==> src/rtl/pc_fetch_ctrl.sv <==
// pc_fetch_ctrl: fetch sequencer for the CPU front end.
// It owns the program counter, runs the req/ack handshake with instruction
// memory, and presents fetched words to the decoder over valid/ready.
// Optional feature macro: PC_TRAP_EN (misaligned redirect traps to TRAP_VEC).
module pc_fetch_ctrl #(
  parameter int unsigned       PC_W     = 10,
  parameter int unsigned       INSTR_W  = 16,
  parameter logic [PC_W-1:0]   RESET_PC = '0,
  parameter logic [PC_W-1:0]   PC_INC   = PC_W'(2),
  parameter logic [PC_W-1:0]   TRAP_VEC = PC_W'(10'h3F0)
) (
  input  logic               clk,
  input  logic               reset,
  output logic               imem_req,
  output logic [PC_W-1:0]    imem_addr,
  input  logic               imem_ack,
  input  logic [INSTR_W-1:0] imem_rdata,
  output logic               instr_valid,
  output logic [INSTR_W-1:0] instr,
  output logic [PC_W-1:0]    instr_pc,
  input  logic               dec_ready,
  input  logic               br_taken,
  input  logic [PC_W-1:0]    br_target,
  input  logic               halt,
  output logic [PC_W-1:0]    pc_out,
  output logic               trap
);

`ifdef PC_TRAP_EN
  localparam bit TRAP_EN = 1'b1;
`else
  localparam bit TRAP_EN = 1'b0;
`endif

  typedef enum logic [1:0] {
    S_IDLE,
    S_REQ,
    S_HOLD,
    S_HALT
  } state_t;

  state_t               state_q, state_d;
  logic [PC_W-1:0]      pc_q, pc_d;
  logic                 pend_q, pend_d;
  logic [PC_W-1:0]      pend_target_q, pend_target_d;
  logic                 req_q, req_d;
  logic                 valid_q, valid_d;
  logic [INSTR_W-1:0]   instr_q, instr_d;
  logic [PC_W-1:0]      instr_pc_q, instr_pc_d;
  logic                 take_redir;
  logic [PC_W-1:0]      redir_src;
  logic [PC_W-1:0]      redir_pc;

  // A live br_taken always wins over an older buffered target.
  assign redir_src = br_taken ? br_target : pend_target_q;

  // Odd targets either trap to TRAP_VEC or get bit0 cleared.
  assign redir_pc = (TRAP_EN && redir_src[0]) ? TRAP_VEC
                                              : {redir_src[PC_W-1:1], 1'b0};

  // State and datapath registers, all loaded from the *_d values.
  // NOTE: sequential state uses non-blocking assignments so every register
  // samples pre-edge values; blocking here would create order-dependent races.
  always_ff @(posedge clk) begin
    if (reset) begin
      state_q       <= S_IDLE;
      pc_q          <= RESET_PC;
      pend_q        <= 1'b0;
      pend_target_q <= '0;
      req_q         <= 1'b0;
      valid_q       <= 1'b0;
      instr_q       <= '0;
      instr_pc_q    <= '0;
    end else begin
      state_q       <= state_d;
      pc_q          <= pc_d;
      pend_q        <= pend_d;
      pend_target_q <= pend_target_d;
      req_q         <= req_d;
      valid_q       <= valid_d;
      instr_q       <= instr_d;
      instr_pc_q    <= instr_pc_d;
    end
  end

  // Next-state selection for the fetch sequencer.
  // NOTE: every combinational output gets a default first so no path leaves
  // it unassigned, which would otherwise infer a latch.
  always_comb begin
    state_d = state_q;
    unique case (state_q)
      S_IDLE: state_d = S_REQ;
      S_REQ: begin
        if (imem_ack) state_d = (pend_q || br_taken) ? S_IDLE : S_HOLD;
      end
      S_HOLD: begin
        if (br_taken)       state_d = S_REQ;
        else if (dec_ready) state_d = halt ? S_HALT : S_REQ;
      end
      S_HALT: begin
        if (br_taken || !halt) state_d = S_REQ;
      end
      default: state_d = S_IDLE;
    endcase
  end

  // Next values of PC, redirect buffer and registered outputs.
  always_comb begin
    pc_d          = pc_q;
    pend_d        = pend_q;
    pend_target_d = pend_target_q;
    valid_d       = valid_q;
    instr_d       = instr_q;
    instr_pc_d    = instr_pc_q;
    take_redir    = 1'b0;
    unique case (state_q)
      // No fetch is outstanding, so a redirect can load the PC directly.
      S_IDLE: take_redir = br_taken;
      S_REQ: begin
        if (imem_ack) begin
          if (pend_q || br_taken) begin
            // Returned word belongs to the old path: drop it.
            take_redir = 1'b1;
            pend_d     = 1'b0;
          end else begin
            instr_d    = imem_rdata;
            instr_pc_d = pc_q;
            valid_d    = 1'b1;
          end
        end else if (br_taken) begin
          // Address must stay stable until ack, so buffer the target.
          pend_d        = 1'b1;
          pend_target_d = br_target;
        end
      end
      S_HOLD: begin
        if (br_taken) begin
          valid_d    = 1'b0;
          take_redir = 1'b1;
        end else if (dec_ready) begin
          valid_d = 1'b0;
          pc_d    = pc_q + PC_INC;
        end
      end
      S_HALT: take_redir = br_taken;
      default: ;
    endcase
    if (take_redir) pc_d = redir_pc;
    req_d = (state_d == S_REQ);
  end

`ifdef PC_TRAP_EN
  logic trap_q;

  // One-cycle trap pulse aligned with the PC loading TRAP_VEC.
  always_ff @(posedge clk) begin
    if (reset) trap_q <= 1'b0;
    else       trap_q <= take_redir && redir_src[0];
  end

  assign trap = trap_q;
`else
  assign trap = 1'b0;
`endif

  assign imem_req    = req_q;
  assign imem_addr   = pc_q;
  assign instr_valid = valid_q;
  assign instr       = instr_q;
  assign instr_pc    = instr_pc_q;
  assign pc_out      = pc_q;

endmodule

==> config.mk <==
export PLATFORM = sky130hd
export DESIGN_NAME = pc_fetch_ctrl
export DESIGN_NICKNAME = d
export VERILOG_FILES = /design/src/rtl/pc_fetch_ctrl.sv
export SDC_FILE = /design/constraint.sdc
export NUM_CORES = 1
export LEC_CHECK = 0
export CORE_MARGIN = 2
export CORE_UTILIZATION = 48
export DETAILED_ROUTE_END_ITERATION = 8
export GPL_ROUTABILITY_DRIVEN = 0
export PLACE_DENSITY = 0.93
export SKIP_CTS_REPAIR_TIMING = 1
export SLEW_MARGIN = 40
export SYNTH_ARGS = -nofsm -noshare
export SYNTH_HDL_FRONTEND = slang
export SYNTH_SLANG_ARGS = --single-unit
==> constraint.sdc <==
create_clock -name clk -period 2.95 [get_ports clk]
set_input_delay 0.295 -clock clk [delete_from_list [all_inputs] [get_ports clk]]
set_output_delay 0.295 -clock clk [all_outputs]
set_load 0.03 [all_outputs]
### Yosys cells after proc, flatten, opt, wreduce, memory -nomap -nowiden

Cells that the tools add are included.

| word-level totals | value |
|---|---|
| flip-flop bits (word level) | 51 |
| input bits | 32 |
| output and inout bits | 49 |
| logic and storage cells | 64 |

| cells by class | value |
|---|---|
| add/subtract/negate cells | 1 |
| equal/unequal tests | 9 |
| muxes and demuxes | 24 |
| bitwise logic cells | 3 |
| reductions and logical operators | 17 |

Operators by type and width:

| kind | number |
|---|---|
| $mux 10 | 5 |
| $reduce_and 3->1 | 5 |
| $mux 2 | 6 |
| $add 10x2->10 const B | 1 |
| $mux 1 | 10 |
| $pmux 2 s4 | 1 |
| $reduce_bool 2->1 | 4 |
| $eq 2x1->1 const B | 2 |
| $eq 2x2->1 const B | 2 |
| $ne 2x1->1 const B | 2 |
| $ne 2x2->1 const B | 2 |
| $reduce_and 4->1 | 1 |
| $reduce_or 2->1 | 2 |
| $ne 3x3->1 const B | 1 |
| $not 1->1 | 3 |
| $pmux 1 s3 | 1 |
| $logic_not 2->1 | 1 |
| $logic_or 1x1->1 | 2 |
| $pmux 1 s2 | 1 |
| $reduce_and 2->1 | 1 |
| $logic_not 1->1 | 1 |

### Depth between registers and ports, before layout

| depth | value |
|---|---|
| depth in word-level cells | 6 |
| depth in mapped cells | 6 |
| mapped depth without buffers | 4 |

### Least setup slack after synthesis

No wires, ideal clock.

| timing | value |
|---|---|
| kind | reg2reg |
| from | register pc_q[1], in the netlist imem_addr[1] |
| to | register pc_q[7], in the netlist imem_addr[7] |
| library setup time | 91 ps |
| data arrival time | 1,664 ps |
| required time | 2,859 ps |
| slack | 1,195 ps |
| cell stages (with the launch flop) | 5 |
| buffers on the path | 0 |
| clock period less this slack | 1,755 ps |
| cells stage by stage | dfxtp_1 > ha_1 > inv_1 > or4_1 > a311oi_1 |

| between the ends | value |
|---|---|
| word-level cells in the longest chain between the ends | 5 |

RTL lines:

| element | line | source |
|---|---|---|
| start, declared | 43 | `logic [PC_W-1:0] pc_q, pc_d;` |
| start signal, assigned | 76 | `pc_q <= pc_d;` |
| $add 10x2->10 | 142 | `pc_d = pc_q + PC_INC;` |
| $mux 10 | 140 | `end else if (dec_ready) begin` |
| $mux 10 | 137 | `if (br_taken) begin` |
| $mux 10 | 116 | `unique case (state_q)` |
| $mux 10 | 148 | `if (take_redir) pc_d = redir_pc;` |

No other way between the ends. The select of a mux whose other input is x is not followed.
A chain may end at the register's enable or synchronous reset.

### Final worst setup path

| timing | value |
|---|---|
| from | register state_q[0] |
| to | register instr_q[12], in the netlist instr[12] |

| between the ends | value |
|---|---|
| word-level cells in the longest chain between the ends | 2 |

RTL lines:

| element | line | source |
|---|---|---|
| start, declared | 42 | `state_t state_q, state_d;` |
| start signal, assigned | 75 | `state_q <= state_d;` |
| $eq 2x1->1 | 116 |  |
| $reduce_and 3->1 (no line) | n/a |  |
| end signal, assigned | 81 | `instr_q <= instr_d;` |
| end, declared | 48 | `logic [INSTR_W-1:0] instr_q, instr_d;` |

No other way between the ends.

==> results by group <==
Status
  • Status: completed

Hold path
  • Worst min path class: reg2reg

STA
  • Max Clk Rate: 516 MHz
  • Final Skew: 0.00531 ns
  • Final hold vios: 0
  • Final period util: 0.657
  • Minimum clock period: 1.94 ns
  • Max-slew violation count: 0
  • # setup viols final: 0
  • TNS Setup: 0 ns
  • Max-slew headroom: 0.510
  • Worst Tran Pin Value: 0.732 ns
  • RSZ-0062 raised after global routing: no

Floorplan
  • CORE AREA: 4440 µm²
  • Die X: 72.7 µm
  • Initial Util: 0.510
  • Die area: between 5000 and 6000 µm²
  • Die height: 72.7 µm
  • # rows: 24
  • I/O pins: 81

Logic synthesis
  • Area fraction of the dominant cell type after synthesis: 0.424
  • Yosys Warn Count: 0
  • Top cells by area, synth: dfxtp_1 42%, nand3_1 6.6%, a21oi_1 6.0%
  • Synth area leader: dfxtp_1
  • Post-Syn Instances: 254
  • Number of distinct library cells after synthesis: 36
  • Seq/Total Area, Yosys: 0.424
  • Post-synthesis register bit count: 48
  • Post-Syn Area: 2270 µm²
  • Avg Cell Area, Syn: slightly below 9 µm²

Drt
  • Drt wl/cell: 15.7 µm
  • Final ANT Viol Nets: 0
  • Via count: roughly 2100
  • Via/cell ratio: between 5 and 6
  • Initial DRC count: 166
  • Drt total wl: 5.65 mm
  • TritonRoute pass-1 iters: 4
  • DR DRC count: 0

Worst setup path
  • Worst-path maximum fanout: 15
  • Worst Setup Start Kind: register
  • WP data required: 3.19 ns
  • Worst r2r src: state_q[0]
  • Critical Path AT: 2.18 ns
  • Critical Path Sink Type: register
  • Reg-to-reg slack, setup: 1.01 ns
  • CP endpoint: instr[12]
  • R2R depth: 4
  • Worst r2r dst: instr[12]
  • Crit. Startpoint: state_q[0]
  • Critical path class: reg2reg

Finish
  • Final nets: approximately 340
  • FF+latch area: 961 µm²
  • Layout cells sized above 1: 0.0874
  • Area growth syn-to-layout: 34.1%
  • Multi-input logic area: ~1100 µm²
  • Fillers: between 300 and 400
  • Ant diodes: 0

Placed design
  • PortBufs: 75
  • Post-DP HPWL: 3.84 mm

GRT
  • Largest net degree at the start of global routing: 49
  • Initial antenna violation count: 0
  • Grt total ovfl: 0
  • Number of global-route vias before repair: 1871
  • Gr usage total: 0.212
  • First-pass GRT wire length: 8.83 mm

Power and ir drop
  • Peak supply drop: 336 µV
  • Pleak: slightly above 1 nW
  • Cell Pwr Density: about 470 nW/µm²
  • Tot Pwr: 1.42 mW

CTS
  • Clock Latency Late Sink: slightly above 0.3 ns
  • CTS buffer count: 5
  • Clock Pin Slew Worst Setup and Hold Paths: roughly 0.09 ns
  • Sink Count: 48
  • Clk root buf: clkbuf_8
  • Maximum buffer depth of the clock tree: 2
  • H-Tree Depth: 2
  • CTS tree: built

Run
  • Max-cap violations: 0
-- worst max-delay path: stages, from the launching register on --
cell	delay, ns
dfxtp_1	0.56
nor4bb_4	0.71
buf_4	0.33
nand3_1	0.11
a21oi_1	0.16
-- cells in the final DEF (no fill, tap or decap), types with 5 or more instances in the layout --
cell type        count
a211oi_1            12
a21oi_1             27
a311oi_1             7
buf_4                5
clkbuf_8             6
clkdlybuf4s50_1     75
dfxtp_1             48
mux2_2               9
mux2i_1             10
nand3_1             30
nor2_1              12
o21ai_0             23
o21ai_1              5
o31ai_1              5
-- state kept, by name, summed over array words and instances (netlist names) --
name and flops:
pend_target_q 9, imem_addr 9, pend_q 1, instr 16, instr_pc 9, imem_req 1, state_q 2, instr_valid 1
-- power by group --
group	internal, mW	leakage [nW]	switching, mW	total [mW]
combinational	0.136	0.578	0.166	0.302
clock	0.187	0.0510	0.217	0.404
sequential	0.675	0.391	0.0361	0.711
total	0.998	1.02	0.419	1.42
-- stage by stage --
| step | std cells | instance area [µm²] | utilization | setup WS, ns | hold slack (ns) |
|---|---|---|---|---|---|
| global placement | 353 | 2950 | 0.663 | 0.749 | 0.460 |
| CTS | 361 | 3040 | 0.684 | 1.02 | 0.484 |
| detailed placement | 353 | 2950 | 0.663 | 0.741 | 0.470 |
| finish | 361 | 3040 | 0.684 | 1.01 | 0.483 |
| floorplan | 257 | 2280 | - | 1.19 | 0.442 |
| global route | 361 | 3040 | 0.684 | 0.822 | 0.499 |
-- cell usage after synthesis (all sizes together) --
cell type and count:
a211oi 12, a31oi 1, nand4bb 2, mux2 9, a311oi 7, inv 3, and3 1, nor3 2
nand3 30, xor2 1, nor2 12, nor4bb 2, ha 1, a21o 1, nor4b 1, mux2i 10
or4 3, or3 4, o31ai 5, o21ai 28, dfxtp 48, a21oi 27, o211ai 1, nand3b 1
nand2 2, conb 1, clkbuf 13, nor3b 1, nand4 1, nand4b 1, buf 23
-- metal layers --
layer,up-vias,GRT usage,share of wire
li1,1029,-,-
met1,979,0.272,0.43
met5,-,0,0
met4,0,0.0720,0.016
met2,68,0.334,0.49
met3,12,0.0718,0.071
-- how the worst min path moves through the flow --
stage               cells after the start                to  slack, ns         start
floorplan                               2  pend_target_q[1]       0.44  br_target[1]
global placement                        2          instr[4]       0.46      instr[4]
detailed placement                      2          instr[2]       0.47      instr[2]
CTS                                     2         instr[15]       0.48     instr[15]
global route                            2          instr[8]       0.50      instr[8]
finish                                  2         instr[11]       0.48     instr[11]
-- area by class of cell --
type / count / share of cell area
Multi-Input combinational cell: 170 / 0.369
Sequential cell: 48 / 0.316
Timing Repair Buffer: 80 / 0.259
Clock buffer: 6 / 0.0272
Tap cell: 52 / 0.0214
Inverter: 3 / 0.00371
Clock inverter: 2 / 0.00329
-- logic make-up after synthesis --
logic type	Yosys count	share of synthesized area
AO/OA/AOI/OAI	82	0.214
XOR/XNOR	1	0.00387
adder cells (fa/ha/maj)	1	0.00552
buffers and inverters	39	0.0933
flip-flops	48	0.424
multiplexers	19	0.0889
other	1	0.00165
AND/OR/NAND/NOR	63	0.168
Note: power is estimated with default switching activity, not from simulation.
